**src/rtl/gate_response_checker_sat_counter.sv**
```systemverilog
// Saturating up-counter with synchronous clear; it stops at all-ones instead of wrapping.
module sat_counter #(
  parameter int WIDTH = 8
) (
  input  logic             clk,
  input  logic             rst,
  input  logic             clr,
  input  logic             inc,
  output logic [WIDTH-1:0] q
);

  // Count up on inc, hold at the maximum value, clear on rst or clr
  always_ff @(posedge clk) begin
    if (rst || clr) begin
      q <= '0;
    end else if (inc && (q != {WIDTH{1'b1}})) begin
      q <= q + WIDTH'(1);
    end
  end

endmodule

```
**config.mk**
```make
export PLATFORM = sky130hd
export DESIGN_NAME = sat_counter
export DESIGN_NICKNAME = d
export VERILOG_FILES = /design/src/rtl/gate_response_checker_sat_counter.sv
export SDC_FILE = /design/constraint.sdc
export NUM_CORES = 1
export LEC_CHECK = 0
export BUFFER_PORTS_ARGS = -buffer_cell sky130_fd_sc_hd__buf_2
export CAP_MARGIN = 20
export CORE_AREA = 5 5 42 44
export CTS_CLUSTER_DIAMETER = 100
export DETAILED_ROUTE_END_ITERATION = 12
export DIE_AREA = 0 0 47 49
export GPL_TIMING_DRIVEN = 1
export SETUP_SLACK_MARGIN = 0.4
export SYNTH_ARGS = -nofsm -noshare
export SYNTH_HDL_FRONTEND = slang
export SYNTH_SLANG_ARGS = --single-unit
```
**constraint.sdc**
```tcl
create_clock -name clk -period 2.3 [get_ports clk]
set_input_delay 0.115 -clock clk [delete_from_list [all_inputs] [get_ports clk]]
set_output_delay 0.115 -clock clk [all_outputs]
set_load 0.02 [all_outputs]
```
# After elaboration in Yosys (flattened, before gate mapping)
# Cells that the tools add are included.
[totals]
reg_bits = 8
wordCells = 5
[op_classes]
n_eq_ne = 1
n_addsub = 1
reduce_logical = 2
[ops]
columns = ["op", "n"]
rows = [
  ["adder 8 x 1 -> 8 bit (second input constant)", 1],
  ["inequality test 8 bit (second input constant)", 1],
  ["logical AND 1 bit", 1],
  ["logical OR 1 bit", 1],
]

# Depth between registers and ports, before layout
[logic_depth]
word_depth = 2
ltp_mapped = 4
depth_no_buf = 4

# Least setup slack after synthesis
# No wires, ideal clock.
[synth_timing]
kind = "flip-flop to flip-flop"
startpoint = "reg q[0]"
endpoint = "reg q[6]"
stages_incl_launch_ff = 5
arrival_ns = 1.386
path_slack_ns = 0.798
setup_ns = 0.115
path_buffers = 0
synth_period_minus_slack_ns = 1.502
cell_sequence = "dfxtp_1 ha_1 nand3_1 or4_1 and3_1"
[synth_between]
elab_chain_cells = 2
word_cells_on_any_way = 3
classes_between = "add/sub: 1; eq/ne: 1; reduce/logical: 1"
[synth_rtl]
columns = ["item", "line", "text"]
rows = [
  ["start: declaration", "9", "output logic [WIDTH-1:0] q"],
  ["start signal: assignment", "17", "q <= q + WIDTH'(1);"],
  ["parallel branches: the longest is 2 deep, another holds adder 8 x 1 -> 8 bit", "n/a", ""],
]
# Several ways; the timed one is not identified.
# A chain may end at the register's enable or synchronous reset.

# Worst setup path in the final report
# Same ends and word-level chain as after synthesis.

==> results_dict.tcl <==
set metrics [dict create \
    status "finished, final reports clean" \
    setup_viol 0 \
    grt_max_degree 9 \
    synth-seq-cells 8 \
    cpPeakStageDelay_ns 0.40 \
    hold_viol_final 0 \
    drc 0 \
    cp-end-kind "flop" \
    syn2layout_area_growth_pct 21.96 \
    yosysWarnings 0 \
    cts.sinks 8 \
    met2WireLength_um 387 \
    max_slew_margin_pct 66.84 \
    netlist_area_um2 421.7 \
    worstPathMaxFanout 5 \
    dieWidth_um 47 \
    stdcell_count 77 \
    synth_edf_count 0 \
    ant_nets 0 \
    ctsResizeCount 0 \
    io_pins 12 \
    power_density_nw_per_um2 523.4 \
    finalCritPeriodShare_pct 62.53 \
    crit_family "simple AND/OR/NAND/NOR gates" \
    clock.fmax_ghz 0.6953 \
    port_buffers 11 \
    fin_skew_ns 0.001811 \
    dpl.hpwl_um 691.3 \
    synth.avg_cell_area_um2 8.784 \
    worstSkewPairLatency_ns 0.26 \
    routed_wl_um 930 \
    h-tree-depth 1 \
    die_area_um2 2303 \
    top_layer "met4" \
    vias_per_cell 5.143 \
    hold_buffers 0 \
    tightest_slew_ns 0.4956 \
    largest_register_ffs 8 \
    grt_pass1_wl_um 1545 \
    wl_met3_um 59 \
    nNetsFinal 68 \
    tns_ns 0 \
    ys.flop_type "dfxtp_1" \
    rows 14 \
    cts_buffers 3 \
    top_regs "q (8)" \
    seq_area_frac_synth_pct 37.98 \
    post_cts_buffers 0 \
    core_area_um2 1401 \
    vdd_drop_max_mv 0.2136 \
    antenna_found_initial 0 \
    wl_per_cell_um 12.08 \
    slew_viol_final 0 \
    cts_root_buf "clkbuf_4" \
    ys_types 23 \
    layout-drive-gt1-share_pct 29.51 \
    ctsLongestPathBuffers 2 \
    cp_slowest_cell "or4_1" \
    grt-ovfl-total 0 \
    period_needed_ns 1.438 \
    vias 396 \
    rsz0062_at_grt "no" \
    synthTopCellsByArea "dfxtp_1, mux2i_1, nand2_1, a21oi_1, and3b_1" \
    syn_inst 48 \
    routabilityCongestion 0.7356 \
    r2r_slack_ns 0.86 \
    crit_required_ns 2.45 \
    crit_path_cell_trace "ha_1 > nand3_1 > or4_1 > and3_1" \
    placed_cells 74 \
    synth.net_count 53 \
    yosysTopAreaCell "dfxtp_1" \
    die_h_um 49 \
    cts_tree "built" \
    grt_usage_pct 9.789 \
    regMostFlops "q" \
    initial_core_util_pct 30.09 \
    antennaDiodeCount 0 \
    min_path_type "primary input to flop" \
    cap_viol_max_count 0 \
    dpl_worst_slack_ns 0.8709 \
    critPathKind "flop to flop" \
    worst_setup_path_start_kind "flop" \
    dr.first_iter.drc_count 3 \
    grt_pass1_vias 375 \
    worst-path-buf-inv 0 \
    leakagePower_uw 0.0002275 \
    wl_met1_um 454 \
    async_flop_share_pct 0 \
    arrival_ns 1.59 \
    setup_slack_ns 0.8618 \
    synth_top_area_share_pct 37.98 \
    clk_pin_slew_ns 0.06 \
    drt_pre_antenna_iters 3 \
]
[logic make-up (layout without fill, tap and decap cells)]
logic type	Yosys count	count (layout)	share of synthesized area [%]
simple gates	24	24	33.83
fa+ha+maj	1	1	2.967
compound gates	9	9	13.65
buf+inv	2	15	2.075
mux	4	4	9.496
flops	8	8	37.98
[worst register-to-register path: cells and delay by family (launching register included)]
| family | cells | cell delay, ns |
|---|---|---|
| simple gates | 3 | 0.71 |
| fa+ha+maj | 1 | 0.25 |
| flops | 1 | 0.38 |
[placed cells by master, fill, tap and decap left out]
| cell type | n |
|---|---|
| nand2_1 | 7 |
| a21oi_1 | 5 |
| or4_1 | 1 |
| buf_2 | 11 |
| mux2i_1 | 4 |
| a21boi_0 | 1 |
| and2_2 | 1 |
| or3_1 | 2 |
| nor4_1 | 1 |
| dfxtp_1 | 8 |
| and3_1 | 2 |
| o21ai_0 | 1 |
| and4_2 | 1 |
| and3b_1 | 2 |
| nor2_1 | 1 |
| nand3_1 | 2 |
| clkbuf_4 | 3 |
| ha_1 | 1 |
| a21boi_2 | 1 |
| nand4_1 | 2 |
| inv_1 | 1 |
| and4_1 | 1 |
| o2111ai_1 | 1 |
| or3_2 | 1 |
[Yosys cell counts, types with 2 or more instances]
| cell | count |
|---|---|
| a21oi_1 | 5 |
| and3_1 | 2 |
| and3b_1 | 2 |
| dfxtp_1 | 8 |
| mux2i_1 | 4 |
| nand2_1 | 7 |
| nand3_1 | 2 |
| nand4_1 | 2 |
| or3_1 | 2 |
[power by group]
group          internal (µW)  leakage [µW]  total (µW)  switching, µW
Clock                   60.0     0.0000138         112           52.4
Sequential               140     0.0000646         141           1.21
Combinational           6.72      0.000149        15.7           9.02
[per-layer routing]
| metal | up-vias | GRT usage (%) |
|---|---|---|
| met5 | - | 0 |
| li1 | 209 | - |
| met3 | 4 | 4.797 |
| met4 | 0 | 8.295 |
| met2 | 11 | 12.67 |
| met1 | 172 | 11.43 |
[final timing paths]
check / to / startpoint / depth (start not counted)
setup / recovery: q[6] / q[0] / 4
hold reg to reg: q[1] / q[1] / 2
setup reg to reg: q[6] / q[0] / 4
hold / removal: q[2] / clr / 2
[area by class of cell]
cell class	count	area [µm²]
inverter	1	3.754
sequential	8	160.2
timing repair buffer	11	55.05
tap	16	20.02
clock buffer	3	22.52
fill	152	887.1
multi-input combinational	38	252.7
[metrics by stage]
stage               power (µW)  util [%]  hold slack [ns]  instance area, µm²
floorplan                152.5         -           0.1931               421.7
global placement         160.0     35.09           0.3508               491.7
detailed placement       160.0     35.09           0.3397               491.7
CTS                      275.6     36.70          0.06547               514.2
global route             289.0     36.70          0.06786               514.2
finish                   269.2     36.70          0.07598               514.2
No activity file was read; power rests on OpenSTA's default activity.
